**src/rtl/cb_safe_seq_pkg.sv**
```systemverilog
// cb_safe_seq_pkg: shared state encoding and defaults for the safe-boot sequencer
package cb_safe_seq_pkg;
    localparam int NCORES_DEFAULT = 3;
    localparam int HALT_TIMEOUT_DEFAULT = 1024;
    typedef enum logic [2:0] {
        ST_IDLE,
        ST_HALT,
        ST_BOOT,
        ST_RUN,
        ST_DONE
    } state_e;
    function automatic logic [1:0] cfg_nz(input logic [1:0] cfg);
        return {1'b0, |cfg};
    endfunction
endpackage

```
**src/rtl/cb_safe_seq_if.sv**
```systemverilog
// cb_safe_seq_if: per-core halt/resume/boot-address handshake bundle
interface cb_safe_seq_if #(
    parameter int NCORES = cb_safe_seq_pkg::NCORES_DEFAULT
);
    logic [NCORES-1:0] core_debug_req_o;
    logic [NCORES-1:0] core_halted_i;
    logic [NCORES-1:0] core_resume_o;
    logic [31:0]       core_boot_addr_o;
    modport master (
        output core_debug_req_o,
        output core_resume_o,
        output core_boot_addr_o,
        input  core_halted_i
    );
    modport slave (
        input  core_debug_req_o,
        input  core_resume_o,
        input  core_boot_addr_o,
        output core_halted_i
    );
endinterface

```
**src/rtl/cb_safe_seq_timer.sv**
```systemverilog
// cb_safe_seq_timer: halt-acknowledge timeout counter with clear, enable and expire
module cb_safe_seq_timer #(
    parameter int HALT_TIMEOUT = cb_safe_seq_pkg::HALT_TIMEOUT_DEFAULT
) (
    input  logic clk_i,
    input  logic rst_ni,
    input  logic clear_i,
    input  logic en_i,
    output logic expire_o
);
    localparam int W = (HALT_TIMEOUT > 1) ? $clog2(HALT_TIMEOUT) : 1;
    logic [W-1:0] cnt_q, cnt_d;
    always_comb cnt_d = clear_i ? '0 : en_i ? cnt_q + 1'b1 : cnt_q;
    assign expire_o = (cnt_q == W'(HALT_TIMEOUT - 1));
    always_ff @(posedge clk_i or negedge rst_ni) begin
        if (!rst_ni) cnt_q <= '0;
        else         cnt_q <= cnt_d;
    end
endmodule

```
**src/rtl/cb_safe_seq.sv**
```systemverilog
// cb_safe_seq: halts selected cores, boots them at a captured address and tracks the routine to completion
module cb_safe_seq
    import cb_safe_seq_pkg::*;
#(
    parameter int NCORES       = NCORES_DEFAULT,
    parameter int HALT_TIMEOUT = HALT_TIMEOUT_DEFAULT
) (
    input  logic              clk_i,
    input  logic              rst_ni,
    input  logic              start_i,
    input  logic              safe_mode_i,
    input  logic [1:0]        safe_configuration_i,
    input  logic [NCORES-1:0] master_core_i,
    input  logic [31:0]       boot_addr_i,
    output logic              end_sw_o,
    cb_safe_seq_if.master     core_if,
    input  logic              sw_done_i,
    output logic              lockstep_en_o,
    output logic              busy_o,
    output logic              error_o
);
    state_e            state_q, state_d;
    logic              start_q, arm_q, start_edge, halted_all, expire;
    logic [NCORES-1:0] mask_q, mask_d, dbg_q, res_q;
    logic              safe_q, safe_d, error_q, error_d;
    logic [1:0]        cfg_q, cfg_d;
    logic [31:0]       addr_q, addr_d, baddr_q;
    logic              lock_q, end_q, busy_q;

    // arm_q blocks a start level held high across reset release from looking like an edge
    assign start_edge = start_i & ~start_q & arm_q;
    assign halted_all = (core_if.core_halted_i & mask_q) == mask_q;

    cb_safe_seq_timer #(.HALT_TIMEOUT(HALT_TIMEOUT)) u_timer (
        .clk_i    (clk_i),
        .rst_ni   (rst_ni),
        .clear_i  (state_q != ST_HALT),
        .en_i     (state_q == ST_HALT),
        .expire_o (expire)
    );

    always_comb begin
        state_d = state_q;
        mask_d  = mask_q;
        safe_d  = safe_q;
        cfg_d   = cfg_q;
        addr_d  = addr_q;
        error_d = error_q;
        case (state_q)
            ST_IDLE: if (start_edge) begin
                state_d = ST_HALT;
                mask_d  = safe_mode_i ? {NCORES{1'b1}} : master_core_i;
                safe_d  = safe_mode_i;
                cfg_d   = safe_configuration_i;
                addr_d  = boot_addr_i;
                error_d = 1'b0;
            end
            ST_HALT: begin
                if (!start_i) state_d = ST_IDLE;
                else if (halted_all) state_d = ST_BOOT;
                else if (expire) begin
                    state_d = ST_DONE;
                    error_d = 1'b1;
                end
            end
            ST_BOOT: state_d = ST_RUN;
            ST_RUN:  state_d = !start_i ? ST_IDLE : sw_done_i ? ST_DONE : ST_RUN;
            ST_DONE: state_d = !start_i ? ST_IDLE : ST_DONE;
            default: state_d = ST_IDLE;
        endcase
    end

    // outputs are decoded from the next state so they line up with the state they describe
    always_ff @(posedge clk_i or negedge rst_ni) begin
        if (!rst_ni) begin
            state_q <= ST_IDLE;
            start_q <= 1'b0;
            arm_q   <= 1'b0;
            mask_q  <= '0;
            safe_q  <= 1'b0;
            cfg_q   <= '0;
            addr_q  <= '0;
            error_q <= 1'b0;
            dbg_q   <= '0;
            res_q   <= '0;
            baddr_q <= '0;
            lock_q  <= 1'b0;
            end_q   <= 1'b0;
            busy_q  <= 1'b0;
        end else begin
            state_q <= state_d;
            start_q <= start_i;
            arm_q   <= arm_q | ~start_i;
            mask_q  <= mask_d;
            safe_q  <= safe_d;
            cfg_q   <= cfg_d;
            addr_q  <= addr_d;
            error_q <= error_d;
            dbg_q   <= (state_d == ST_HALT) ? mask_d : '0;
            res_q   <= (state_d == ST_BOOT) ? mask_d : '0;
            baddr_q <= (state_d == ST_BOOT) ? addr_d : baddr_q;
            lock_q  <= (state_d == ST_RUN) && safe_d && cfg_nz(cfg_d)[0];
            end_q   <= (state_d == ST_DONE);
            busy_q  <= (state_d != ST_IDLE);
        end
    end

    assign core_if.core_debug_req_o = dbg_q;
    assign core_if.core_resume_o    = res_q;
    assign core_if.core_boot_addr_o = baddr_q;
    assign lockstep_en_o            = lock_q;
    assign end_sw_o                 = end_q;
    assign busy_o                   = busy_q;
    assign error_o                  = error_q;
endmodule

```
**src/flat_wrapper.sv**
```systemverilog
// flat-port wrapper written by rule: the top's interface ports become plain ports
module cb_safe_seq_flat import cb_safe_seq_pkg::*;
#(
    parameter int NCORES       = NCORES_DEFAULT,
    parameter int HALT_TIMEOUT = HALT_TIMEOUT_DEFAULT
)
  (clk_i, rst_ni, start_i, safe_mode_i, safe_configuration_i, master_core_i, boot_addr_i, end_sw_o, sw_done_i, lockstep_en_o, busy_o, error_o, core_if_core_debug_req_o, core_if_core_resume_o, core_if_core_boot_addr_o, core_if_core_halted_i);
  cb_safe_seq_if #(.NCORES(NCORES)) core_if_i ();
  input  logic clk_i;
  input  logic rst_ni;
  input  logic start_i;
  input  logic safe_mode_i;
  input  logic [1:0] safe_configuration_i;
  input  logic [NCORES-1:0] master_core_i;
  input  logic [31:0] boot_addr_i;
  output logic end_sw_o;
  input  logic sw_done_i;
  output logic lockstep_en_o;
  output logic busy_o;
  output logic error_o;
  output wire logic [$bits(core_if_i.core_debug_req_o)-1:0] core_if_core_debug_req_o;
  output wire logic [$bits(core_if_i.core_resume_o)-1:0] core_if_core_resume_o;
  output wire logic [$bits(core_if_i.core_boot_addr_o)-1:0] core_if_core_boot_addr_o;
  input wire logic [$bits(core_if_i.core_halted_i)-1:0] core_if_core_halted_i;
  assign core_if_core_debug_req_o = core_if_i.core_debug_req_o;
  assign core_if_core_resume_o = core_if_i.core_resume_o;
  assign core_if_core_boot_addr_o = core_if_i.core_boot_addr_o;
  assign core_if_i.core_halted_i = core_if_core_halted_i;
  cb_safe_seq #(.NCORES(NCORES), .HALT_TIMEOUT(HALT_TIMEOUT)) u_core (.clk_i(clk_i), .rst_ni(rst_ni), .start_i(start_i), .safe_mode_i(safe_mode_i), .safe_configuration_i(safe_configuration_i), .master_core_i(master_core_i), .boot_addr_i(boot_addr_i), .end_sw_o(end_sw_o), .core_if(core_if_i), .sw_done_i(sw_done_i), .lockstep_en_o(lockstep_en_o), .busy_o(busy_o), .error_o(error_o));
endmodule
```
**config.mk**
```make
export PLATFORM = sky130hd
export DESIGN_NAME = cb_safe_seq_flat
export DESIGN_NICKNAME = d
export VERILOG_FILES = /design/src/rtl/cb_safe_seq_pkg.sv /design/src/rtl/cb_safe_seq_if.sv /design/src/rtl/cb_safe_seq_timer.sv /design/src/rtl/cb_safe_seq.sv /design/src/flat_wrapper.sv
export SDC_FILE = /design/constraint.sdc
export NUM_CORES = 1
export LEC_CHECK = 0
export ABC_AREA = 1
export CAP_MARGIN = 20
export CORE_AREA = 2 2 128 130
export DETAILED_ROUTE_END_ITERATION = 12
export DIE_AREA = 0 0 130 132
export PLACE_DENSITY = 0.51
export SLEW_MARGIN = 25
export SYNTH_ARGS = -nofsm -noshare
export SYNTH_HDL_FRONTEND = slang
export SYNTH_SLANG_ARGS = --single-unit
```
**constraint.sdc**
```tcl
create_clock -name clk_i -period 2 [get_ports clk_i]
set_clock_uncertainty 0.2 [all_clocks]
set_input_delay 0.6 -clock clk_i [delete_from_list [all_inputs] [get_ports clk_i]]
set_output_delay 0.6 -clock clk_i [all_outputs]
set_load 0.02 [all_outputs]
```
==> reports/results.txt <==
Run status: completed
Sink Count: 95
Syn avg cell area: 9.11 µm²
Vias per cell: 4.07
Register area: 0.00238 mm²
Die Y: 132 µm
# setup viols final: 0
Unrepaired setup endpoints after global routing: false
Antenna viol nets, final: 0
WL/cell: 12.8 µm
Power per cell area: 1450 mW/mm²
Slew Viols, Final: 0
Port bufs: 86
Pre-Repair DR Iteration Count: 5
Tcrit/Tclk final: 94.1%
Max stage delay on crit path: 0.45 ns
Horiz. Die Dim: 130 µm
Syn Nets: 471
Largest area contributor in the netlist: dfrtp_1
Worst-path cell chain: clkdlybuf4s50_1, inv_1, nand2_1, nand3_1, nand2_4, nand2_8, buf_12, nand2_1, nand2_1
Final Core Density: 34.7%
Drt drc: 0
Detailed Place HPWL: 6330 µm
Share of cells above drive strength 1: 11.4%
Worst-path clk slew: 0.07 ns
Top delay family on crit path: simple AND/OR/NAND/NOR gates
WP buf/inv: 3
Setup TNS: 0 ns
Post-Syn Area: 0.00387 mm²
Gate Count Post-Synth: 425
Nets@finish: 574
Syn. warnings: 0
Clk_lat worst skew: 0.34 ns
Via count: 3,047
Vias in the first global route: 3,195
Num CTS Buffers: 9
Critical path class: in2reg
Synth Register Bits: 95
Critical Path Start Type: input pin
Critical Path RT: 2.03 ns
All-layer global routing usage: 11.7%
Leak: 2.83 nW
FP Rows: 46
Slew headroom: 62.9%
Top cells by count, synth: nand2_1 (191), dfrtp_1 (95), nand3_1 (37)
Initial antenna violation count: 0
Layout area overhead: 40.9%
Num ports: 87
Cell count along the critical path: 9
Min-delay worst type: in2async
CTS tree: done
Count leader, synth: nand2_1
Global route total overflow: 0
Worst reg-to-reg path cell count: 8
# fillers: 1,635
Distinct cells, synth: 25
Largest net degree at the start of global routing: 96
Maximum VDD drop: 0.519 mV
Global-route wire length before repair: 16,000 µm
Core box area: 0.0157 mm²
Area occupied by multi-input gates: 0.00132 mm²
Share of the synthesized area in the top cell type: 61.4%
Arr. time, crit path: 1.91 ns
Post-Route WL: 9620 µm
Seq/Total Area, Yosys: 61.4%
Clk buf depth: 2
Root cell of the clock tree: clkbuf_16
Initial core utilization: 24.7%
H-tree depth: 3
Min Tclk post-route: 1.88 ns
Worst path slowest cell: clkdlybuf4s50_1
Dominant cells by area after synthesis: dfrtp_1 (61%), nand2_1 (19%), nand3_1 (4.8%), inv_1 (2.5%), buf_6 (2.0%)
Fmax: 531 MHz
Total power: 7.93 mW
DIE AREA: 0.0172 mm²
Placed cells: 728
Initial DRC count: 96
Synth Flop Type: dfrtp_1
Post-synth ARST share: 100%
Gpl congestion: 0.760
Fin. Hold Viols: 0
Crit end category: register
Finished Layout Cells: 749
Critical Path Most Common Cell: nand2_1
Worst slew pin tran: 0.556 ns
Number of flops mapped to enable cells by yosys: 0
Critical-path maximum fanout: 17
Total of max-cap violations: 0
N_diodes: 0
==> power breakdown <==
part	switching (mW)	internal, mW	total (mW)
Combinational	1.99	1.30	3.29
Clock	0.708	0.877	1.58
Sequential	0.344	2.72	3.06
==> logic make-up after synthesis <==
group           after synthesis  share of synthesized area, %
simple gates                261                          28.9
flops                        95                          61.4
buf+inv                      45                          6.27
compound gates               23                          3.17
fa+ha+maj                     1                         0.323
==> state kept, by name, summed over array words and instances, names as in the netlist, 2 cells and up <==
name,cells
u_core.mask_q,3
u_core.core_if.core_boot_addr_o,32
u_core.addr_q,32
u_core.core_if.core_debug_req_o,3
u_core.u_timer.cnt_q,10
u_core.cfg_q,2
u_core.core_if.core_resume_o,3
u_core.state_q,3
==> timing repair <==
item	4_1_cts	5_1_grt
setup buffers	0	2
endpoints found under the setup margin	45	46
cloned	1	2
hold buffers	0	0
pin swaps	1	2
gates resized for setup	42	18
==> through the flow <==
step / worst slack [ns] / instance area, µm² / hold slack (ns)
after floorplan: 0.318 / 3870 / 0.104
after global placement: -0.350 / 5060 / 0.245
after detailed placement: -0.338 / 5060 / 0.256
after CTS: 0.0137 / 5290 / 0.136
after global routing: 0.00104 / 5460 / 0.148
final: 0.117 / 5460 / 0.0529
==> metal layers <==
metal	share of wire [%]	vias up	GRT usage (%)
met5	0	-	0
met2	48	56	18.3
met1	46	1456	16.0
met4	1.0	0	3.23
met3	4.5	6	3.17
li1	-	1529	-
==> layout make-up <==
type	count	area share (%)
inverter	29	2.22
clock buffer	13	4.59
multi-input combinational	286	24.1
timing repair buffer	107	20.2
tap	216	4.95
clock inverter	3	0.344
sequential	95	43.6
==> layout by cell type (no fill, tap or decap) <==
cell type	count
o21a_1	1
nor2_1	16
nand2_2	4
nand3_2	1
inv_2	2
dlymetal6s2s_1	1
nand2_1	189
clkbuf_16	11
inv_1	26
ha_2	1
nor3_1	1
nor2_8	1
clkinv_4	1
buf_12	8
nand2_8	2
clkbuf_1	3
nand2_4	1
clkbuf_8	1
dfrtp_1	95
nor2_4	2
buf_4	12
o22ai_1	1
a21oi_1	10
clkinv_8	1
o21ai_0	8
clkinv_2	2
nand3_1	37
clkdlybuf4s50_1	42
o22ai_2	3
or2_2	1
nand3_4	2
nor2_2	5
dlygate4sd2_1	42
==> path summary, 6_finish.rpt <==
kind	start	end	slack [ns]
max	core_if_core_halted_i[1]	u_core.core_if.core_boot_addr_o[28]$_DFFE_PN0N_	0.12
min	rst_ni	u_core.core_if.core_boot_addr_o[8]$_DFFE_PN0N_	0.05
max reg2reg	u_core.u_timer.cnt_q[0]$_DFF_PN0_	u_core.busy_o$_DFF_PN0_	0.15
min reg2reg	u_core.u_timer.cnt_q[0]$_DFF_PN0_	u_core.u_timer.cnt_q[0]$_DFF_PN0_	0.26
max in group asynchronous	rst_ni	u_core.core_if.core_debug_req_o[2]$_DFF_PN0_	1.07
min in group clk_i	u_core.u_timer.cnt_q[0]$_DFF_PN0_	u_core.u_timer.cnt_q[0]$_DFF_PN0_	0.26
(Power assumes the default switching activity.)
